===== config.mk =====
export PLATFORM = sky130hd
export DESIGN_NAME = multiword_adder_display
export DESIGN_NICKNAME = d
export VERILOG_FILES = /design/src/rtl/madd_pkg.sv /design/src/rtl/add32_slice.sv /design/src/rtl/multiword_adder_display.sv
export SDC_FILE = /design/constraint.sdc
export NUM_CORES = 1
export LEC_CHECK = 0
export ABC_AREA = 0
export CORE_MARGIN = 8
export CORE_UTILIZATION = 60
export CTS_CLUSTER_DIAMETER = 40
export DETAILED_ROUTE_END_ITERATION = 10
export HOLD_SLACK_MARGIN = 0.05
export PLACE_DENSITY = 0.89
export SLEW_MARGIN = 25
export SYNTH_ARGS = -nofsm -noshare
export SYNTH_HDL_FRONTEND = slang
export SYNTH_SLANG_ARGS = --single-unit
export TNS_END_PERCENT = 100

===== constraint.sdc =====
create_clock -name clk -period 15.4 [get_ports clk]
set_clock_uncertainty 0.15 [all_clocks]
set_input_delay 2.31 -clock clk [delete_from_list [all_inputs] [get_ports clk]]
set_output_delay 2.31 -clock clk [all_outputs]
set_load 0.03 [all_outputs]

===== src/rtl/madd_pkg.sv =====
// Shared definitions for the word-serial wide adder/subtractor.
//   WORD_W       - slice width in bits
//   madd_state_e - sequencer states
//   NAME_*       - ASCII display-name prefixes
//   hex_ascii    - 4-bit value to one uppercase hex ASCII character
package madd_pkg;

  localparam int unsigned WORD_W = 32;

  typedef enum logic [0:0] {
    StIdle,
    StCalc
  } madd_state_e;

  localparam logic [31:0] NAME_OP1   = "OP1_";
  localparam logic [31:0] NAME_OP2   = "OP2_";
  localparam logic [31:0] NAME_RES   = "RES_";
  localparam logic [39:0] NAME_FLAGS = "FLAGS";

  function automatic logic [7:0] hex_ascii(input logic [3:0] v);
    if (v < 4'd10) begin
      return 8'h30 + {4'h0, v};
    end else begin
      return 8'h37 + {4'h0, v};  // 8'h37 + 10 = 'A'
    end
  endfunction

endpackage


===== src/rtl/add32_slice.sv =====
// Combinational 32-bit adder slice: {cout_o, sum_o} = a_i + b_i + cin_i.
//   a_i, b_i - operand words
//   cin_i    - carry in
//   sum_o    - 32-bit sum
//   cout_o   - carry out
module add32_slice
  import madd_pkg::*;
(
  input  logic [WORD_W-1:0] a_i,
  input  logic [WORD_W-1:0] b_i,
  input  logic              cin_i,
  output logic [WORD_W-1:0] sum_o,
  output logic              cout_o
);

  assign {cout_o, sum_o} = {1'b0, a_i} + {1'b0, b_i} + {{WORD_W{1'b0}}, cin_i};

endmodule


===== src/rtl/multiword_adder_display.sv =====
// Word-serial WORDS x 32-bit adder/subtractor with touchscreen operand entry and
// numbered display slots. One 32-bit slice is summed per clock; the result and carry
// are committed together when the last slice completes.
//   clk, resetn        - clock, synchronous active-low reset
//   input_sel_i        - 0: write operand1, 1: write operand2
//   input_pos_i        - word index of the write (>= WORDS ignored)
//   sw_cin_i, sw_sub_i - carry-in (add mode), subtract select
//   input_valid_i      - one-cycle write strobe
//   input_value_i      - word to write
//   display_number_i   - requested display slot
//   led_cout_o         - committed carry-out (subtract: 1 = no borrow)
//   led_busy_o         - computation pending or in progress
//   display_valid_o/name_o/value_o - registered slot contents, one cycle behind the request
module multiword_adder_display
  import madd_pkg::*;
#(
  parameter int unsigned WORDS = 2,
  localparam int unsigned PW = $clog2(WORDS)
) (
  input  logic              clk,
  input  logic              resetn,
  input  logic              input_sel_i,
  input  logic [PW-1:0]     input_pos_i,
  input  logic              sw_cin_i,
  input  logic              sw_sub_i,
  input  logic              input_valid_i,
  input  logic [WORD_W-1:0] input_value_i,
  input  logic [5:0]        display_number_i,
  output logic              led_cout_o,
  output logic              led_busy_o,
  output logic              display_valid_o,
  output logic [39:0]       display_name_o,
  output logic [WORD_W-1:0] display_value_o
);

  logic [WORD_W-1:0] op1_q    [WORDS];
  logic [WORD_W-1:0] op2_q    [WORDS];
  logic [WORD_W-1:0] work_q   [WORDS];
  logic [WORD_W-1:0] result_q [WORDS];

  madd_state_e   state_q;
  logic [PW-1:0] idx_q;
  logic          req_q, prev_cin_q, prev_sub_q, mode_q, carry_q, cout_q;

  logic              wr_hit, req_set, busy;
  logic [WORD_W-1:0] slice_b, slice_sum;
  logic              slice_cout;

  always_comb begin
    wr_hit  = input_valid_i && (32'(input_pos_i) < WORDS);
    req_set = wr_hit || (sw_cin_i != prev_cin_q) || (sw_sub_i != prev_sub_q);
    busy    = (state_q == StCalc) || req_q;
    // Subtraction is op1 + ~op2 + 1; the +1 comes from the initial carry.
    slice_b = mode_q ? ~op2_q[idx_q] : op2_q[idx_q];
  end

  add32_slice u_slice (
    .a_i   (op1_q[idx_q]),
    .b_i   (slice_b),
    .cin_i (carry_q),
    .sum_o (slice_sum),
    .cout_o(slice_cout)
  );

  // Sequencer, operand registers and commit.
  always_ff @(posedge clk) begin
    if (!resetn) begin
      state_q    <= StIdle;
      idx_q      <= '0;
      req_q      <= 1'b1;
      prev_cin_q <= sw_cin_i;
      prev_sub_q <= sw_sub_i;
      mode_q     <= 1'b0;
      carry_q    <= 1'b0;
      cout_q     <= 1'b0;
      for (int unsigned i = 0; i < WORDS; i++) begin
        op1_q[i]    <= '0;
        op2_q[i]    <= '0;
        work_q[i]   <= '0;
        result_q[i] <= '0;
      end
    end else begin
      prev_cin_q <= sw_cin_i;
      prev_sub_q <= sw_sub_i;

      if (wr_hit) begin
        if (input_sel_i) op2_q[input_pos_i] <= input_value_i;
        else             op1_q[input_pos_i] <= input_value_i;
      end

      // A pending request always (re)starts from slice 0, which also aborts a running pass.
      if (req_q) begin
        state_q <= StCalc;
        idx_q   <= '0;
        carry_q <= sw_sub_i | sw_cin_i;
        mode_q  <= sw_sub_i;
        req_q   <= 1'b0;
      end else if (state_q == StCalc) begin
        work_q[idx_q] <= slice_sum;
        carry_q       <= slice_cout;
        if (idx_q == PW'(WORDS - 1)) begin
          for (int unsigned i = 0; i < WORDS; i++) begin
            result_q[i] <= (i == WORDS - 1) ? slice_sum : work_q[i];
          end
          cout_q  <= slice_cout;
          state_q <= StIdle;
        end else begin
          idx_q <= idx_q + 1'b1;
        end
      end

      // New events win over the clear above, so a write on the commit edge re-triggers.
      if (req_set) req_q <= 1'b1;
    end
  end

  // Display slot decode.
  logic        disp_valid_d, disp_valid_q;
  logic [39:0] disp_name_d, disp_name_q;
  logic [31:0] disp_value_d, disp_value_q;
  logic [31:0] slot, k;

  always_comb begin
    disp_valid_d = 1'b1;
    disp_name_d  = '0;
    disp_value_d = '0;
    slot         = 32'(display_number_i);
    k            = '0;
    if (slot >= 32'd1 && slot <= WORDS) begin
      k            = WORDS - slot;
      disp_name_d  = {NAME_OP1, hex_ascii(4'(k))};
      disp_value_d = op1_q[PW'(k)];
    end else if (slot > WORDS && slot <= 2 * WORDS) begin
      k            = 2 * WORDS - slot;
      disp_name_d  = {NAME_OP2, hex_ascii(4'(k))};
      disp_value_d = op2_q[PW'(k)];
    end else if (slot > 2 * WORDS && slot <= 3 * WORDS) begin
      k            = 3 * WORDS - slot;
      disp_name_d  = {NAME_RES, hex_ascii(4'(k))};
      disp_value_d = result_q[PW'(k)];
    end else if (slot == 3 * WORDS + 1) begin
      disp_name_d  = NAME_FLAGS;
      disp_value_d = {29'b0, mode_q, busy, cout_q};
    end else begin
      disp_valid_d = 1'b0;
    end
  end

  always_ff @(posedge clk) begin
    if (!resetn) begin
      disp_valid_q <= 1'b0;
      disp_name_q  <= '0;
      disp_value_q <= '0;
    end else begin
      disp_valid_q <= disp_valid_d;
      disp_name_q  <= disp_name_d;
      disp_value_q <= disp_value_d;
    end
  end

  assign led_cout_o      = cout_q;
  assign led_busy_o      = busy;
  assign display_valid_o = disp_valid_q;
  assign display_name_o  = disp_name_q;
  assign display_value_o = disp_value_q;

endmodule


# Word-level counts from Yosys, hierarchy flattened
# Memory sizes are Yosys's and may differ from the RTL's. A register that Yosys moved wholly into a read port is not among the register bits.
# Cells that the tools add are included.
# totals
word_cells	119
input_bits	45
out_inout_bits	75
ramBits	256
reg_bits	81
n_memories	4
# memory_table
name	words	word_bits	read_ports	rd_clocked_by_memory_dff	wr	line	source
op1_q	2	32	2	1	2	multiword_adder_display.sv:36	logic [WORD_W-1:0] op1_q [WORDS];
op2_q	2	32	2	1	2	multiword_adder_display.sv:37	logic [WORD_W-1:0] op2_q [WORDS];
result_q	2	32	1	0	2	multiword_adder_display.sv:39	logic [WORD_W-1:0] result_q [WORDS];
work_q	2	32	1	0	2	multiword_adder_display.sv:38	logic [WORD_W-1:0] work_q [WORDS];
# op_classes
eq_ne	3
n_reduce_logical	15
n_lt_le_gt_ge	9
bitwise_logic	6
add_sub_neg	12
muxes	56
# op_table
operator	count
2-to-1 mux 32 bit	9
2-to-1 mux 39 bit	4
OR reduction 32 bit	3
adder 6 x 4 -> 7 bit, first input constant	6
2-to-1 mux 1 bit	39
adder 32 x 32 -> 33 bit	1
adder 33 x 1 -> 33 bit	1
NOT 32 bit	1
2-to-1 mux 7 bit	3
less-or-equal comparator 6 x 3 -> 1 bit, second input constant	2
less-than comparator 4 bit, second input constant	3
subtractor 3 x 4 -> 4 bit, first input constant	2
equality test 6 x 3 -> 1 bit, second input constant	1
>= comparator 6 x 1 -> 1 bit, second input constant	1
greater-than comparator 6 x 2 -> 1 bit, second input constant	1
greater-than comparator 6 x 3 -> 1 bit, second input constant	1
less-or-equal comparator 6 x 2 -> 1 bit, second input constant	1
OR reduction 2 bit	2
OR reduction 4 bit	1
subtractor 2 x 4 -> 4 bit, first input constant	1
logical AND 1 bit	3
logical OR 1 bit	3
2-to-1 mux 3 bit	1
bitwise OR 1 bit	3
other kinds (6)	8

# Logic depth before layout (Yosys ltp)
# depth
ltp_word	6
depth_mapped	13
depth_no_buf	12

# Modules after synthesis
# Synthesis repeated with hierarchy kept, for this count alone.
# unflattened
cells_unflattened	1279
hier_area_um2	14826.7
# modules_own_cells
mod	seq_area_each_um2	cells_each	area_per_inst_um2	instances
multiword_adder_display	7867.5	1021	12996.2	1
add32_slice	0.0	258	1830.5	1

# Worst setup path before layout
# Ideal clock, no wire load.
# synth_timing
kind	input to register
startpoint	input port resetn
endpoint	memory result_q[0][0], enable pin
arrival_ps	4824
required_ps	14207
slack_ps	9383
path_buffers	2
setup_ps	1043
cell_stages	3
cell_sequence	clkbuf_1 buf_1 o21ai_0
# synth_lines
element	line	source
from (decl)	multiword_adder_display.sv:21	input logic resetn,
to (decl)	multiword_adder_display.sv:39	

# Worst setup path in the final report
# layout_timing
startpoint	input port display_number_i[0]
endpoint	register disp_name_q[0] (netlist: display_name_o[0])
# layout_between
elab_chain_len	6
word_cells_on_any_way	29
cone_classes	add/sub: 9; order compare: 9; eq/ne: 1; mux: 7; reduce/logical: 3
# layout_rtl
element	line	source
from (decl)	multiword_adder_display.sv:28	input logic [5:0] display_number_i,
subtractor 3 x 4 -> 4 bit	multiword_adder_display.sv:138	k = 3 * WORDS - slot;
adder 6 x 4 -> 7 bit, or another cell as far along	madd_pkg.sv:24	return 8'h37 + {4'h0, v};
2-to-1 mux 7 bit	madd_pkg.sv:21	if (v < 4'd10) begin
2-to-1 mux 39 bit	multiword_adder_display.sv:137	end else if (slot > 2 * WORDS && slot <= 3 * WORDS) begin
2-to-1 mux 39 bit	multiword_adder_display.sv:133	end else if (slot > WORDS && slot <= 2 * WORDS) begin
2-to-1 mux 39 bit (*)	multiword_adder_display.sv:129	if (slot >= 32'd1 && slot <= WORDS) begin
to (signal assigned)	multiword_adder_display.sv:156	disp_name_q <= disp_name_d;
to (decl)	multiword_adder_display.sv:119	logic [39:0] disp_name_d, disp_name_q;
# Mark *: on every way between the ends. The rest lies on a longest branch, timed or not.
# A chain may end at the register's enable or synchronous reset.

==> results.yml <==
sta:
  fmax_mhz: 185.7
  fin_setup_tns_ns: 0
  rsz0062_at_grt: "no"
  timing.slew.headroom_pct: 34.11
  post-route-period-util_pct: 34.96
  setup_slack_ns: 10.02
  worst_pin_slew_ns: 0.9884
  layout_min_cycle_time_ns: 5.384
  hold_viol: 0
  finalMaxSlewViolations: 0
  setup_viol: 0
placed_design:
  dp_hpwl_um: 22690
  post-place-ws_ns: 9.569
  port_buffers: 108
  place.gp.congestion: 0.9275
  postPlaceCellArea_sq_um: 15830
synth:
  synth_compound_area_share_pct: 9.160
  yosys.area.top_type: "edfxtp_1"
  synth_cells: 1279
  synth_xor_area_share_pct: 3.789
  synthDistinctLibCells: 57
  synth_fa_ha_area_share_pct: 3.454
  synth.area.top_cells: "edfxtp_1, dfxtp_1, and2_1"
  async_flop_share_pct: 0
  syn_area_per_cell_sq_um: 11.39
  muxShareOfSynthArea_pct: 11.66
  synth_top_area_share_pct: 46.19
  synthFlopType: "edfxtp_1"
  ys_warn_count: 0
  synth_top_family_by_area: "simple AND/OR/NAND/NOR gates"
  ys_seq_elements: 281
  synth_edf_count: 224
  syn_area_sq_um: 14560
  synth_sequential_area_ratio_pct: 54.03
  synth_simple_gate_area_share_pct: 14.19
clocking:
  cts_buffer_depth: 3
  cts-root-buf: "clkbuf_16"
  clkSlewWorstSetupHoldPaths_ns: 0.06
  cts_repair_resize_count: 0
  postCtsHoldBufs: 0
  cts_post_setup_buffers_inserted: 0
  htreeDepth: 2
  worstSkewPairLatency_ns: 0.53
  cts_made_buffers: 37
  clock_sinks: 281
  cts_tree: "done"
pwr:
  leakage_nw: 6.391
  peakVddDrop_mv: 0.1015
  power_per_cell_area_nw_per_um2: 120.4
critical_path:
  reg2reg_depth: 12
  crit_type: "primary input to register"
  crit_path_start_kind: "primary input"
  worstPathArrival_ns: 5.66
  ff2ff_setup_slack_ns: 10.81
  worstSetupEndpointType: "register"
  crit_required_ns: 15.67
  worstPathMaxFanout: 35
routing:
  vias: 10310
  ant_nets: 0
  wl_um: 35750
  drt_iter0_drc: 991
  dr.pass1.iters: 6
  drc: 0
  routedWlPerCell_um: 20.87
  viasPerCell: 6.021
grt:
  grt_usage_pct: 24.12
  antenna_found_initial: 0
  met2_usage_pct: 40.48
  grt_pass1_vias: 10560
  overflow: 0
  met3_usage_pct: 5.967
  grt_pass1_wl_um: 55800
  grt.met1_usage_pct: 29.62
  grt_start_max_net_pins: 45
  busiest_layer: "met2"
finish:
  drive_above_1_share_pct: 11.38
  fill_cells: 1645
  diodes: 0
  nets: 1444
  multi_input_area_sq_um: 6226
  register_area_sq_um: 7873
  final_cell_area_sq_um: 17060
  area_growth_pct: 17.12
floorplanning:
  die_area_sq_um: 29510
  fp.dieH_um: 171.8
  io_pins: 120
  initial_core_util_pct: 60.41
  rows: 57
  die_w_um: 171.8
  core-area_sq_um: 24110
flow_run:
  cap_viol_max_count: 0
worst_hold_path:
  holdCritPathClass: "register to register"
  hold_depth: 1
outcome:
  status: "finished clean"
==> cells in the mapped netlist (3+ instances only) <==
cell type and instances:
nor2b_1 5, mux2i_1 101, a21boi_0 3, nor4_1 5, o22ai_1 34, o21a_1 13
nand2_1 48, and2_1 164, buf_1 11, nand4_1 4, a211oi_1 5, ha_1 37
o31ai_1 4, a21o_1 8, a31oi_1 8, o21bai_1 3, xor2_1 18, inv_1 19
nand3_1 12, clkbuf_1 62, or3_1 3, nand2b_1 6, dfxtp_1 57, o21ai_0 32
nor2_1 120, edfxtp_1 224, nor3_1 9, o22a_1 3, buf_4 25, a21oi_1 84
o211ai_1 4, nor3b_1 7, mux2_2 61, and3_1 6, xnor2_1 45
==> flip-flops by register name, summed over array words and instances (netlist names), named ones only <==
signal / cells
carry_q: 1
display_name_o: 16
display_value_o: 32
idx_q: 1
led_cout_o: 1
mode_q: 1
op1_q: 64
op2_q: 64
prev_cin_q: 1
prev_sub_q: 1
req_q: 1
result_q: 64
state_q: 1
work_q: 32
==> logic make-up after synthesis <==
group,after synthesis
xor gates and xnor gates,63
AOI/OAI and AO/OA,218
and+or+nand+nor,397
buffers and inverters,118
adders and majority gates,39
muxes,162
other,1
DFF,281
==> final cells by class <==
class	instances	share of cell area, %
clock buffer	46	5.935
clock inverter	22	1.269
inverter	19	0.4182
multi-input combinational	890	36.51
sequential	281	46.16
tap	324	2.377
timing repair buffer	131	7.336
==> path summary, 6_finish.rpt <==
kind / from / to
hold / removal: work_q[0][6] / result_q[0][6]
hold reg to reg: work_q[0][6] / result_q[0][6]
setup / recovery: display_number_i[0] / display_name_o[0]
setup reg to reg: register / result_q[1][20]
==> layout by cell type (no fill, tap or decap), types with 11 or more instances in the layout <==
cell type	n
a21oi_1	84
mux2i_1	101
xor2_1	18
nand2_1	48
conb_1	11
and2_1	164
mux2_2	61
ha_1	37
clkdlybuf4s50_1	107
inv_1	19
clkbuf_16	39
nand3_1	12
o22ai_1	34
nor2_1	120
o21a_1	13
xnor2_1	45
o21ai_0	31
buf_4	24
edfxtp_1	224
dfxtp_1	55
==> where the power goes <==
group	internal (mW)	switching [mW]
logic	0.128	0.203
registers	0.857	0.0175
clock network	0.511	0.337
==> per-stage QoR <==
stage	util [%]	instances	hold slack (ns)	total power, mW
floorplan	-	1289	0.3467	1.122
global placement	65.65	1645	0.3500	1.197
detailed placement	65.65	1645	0.3559	1.209
CTS	70.75	1713	0.3697	2.054
global route	70.75	1713	0.3777	2.121
finish	70.75	1713	0.3667	2.054
==> critical path: stages <==
cell and delay (ns):
buf_4 0.44, buf_4 0.56, nor2_1 0.13, mux2_2 0.29
nand2_1 0.55, buf_4 0.46, inv_1 0.12, or3_1 0.40
o21a_1 0.19, o211a_1 0.12
==> per-layer routing <==
layer	up-vias	routed length [um]
li1	4720	-
met1	4969	14180
met2	530	17050
met3	95	3420
met4	0	1099
met5	-	0
(Power assumes the default switching activity.)
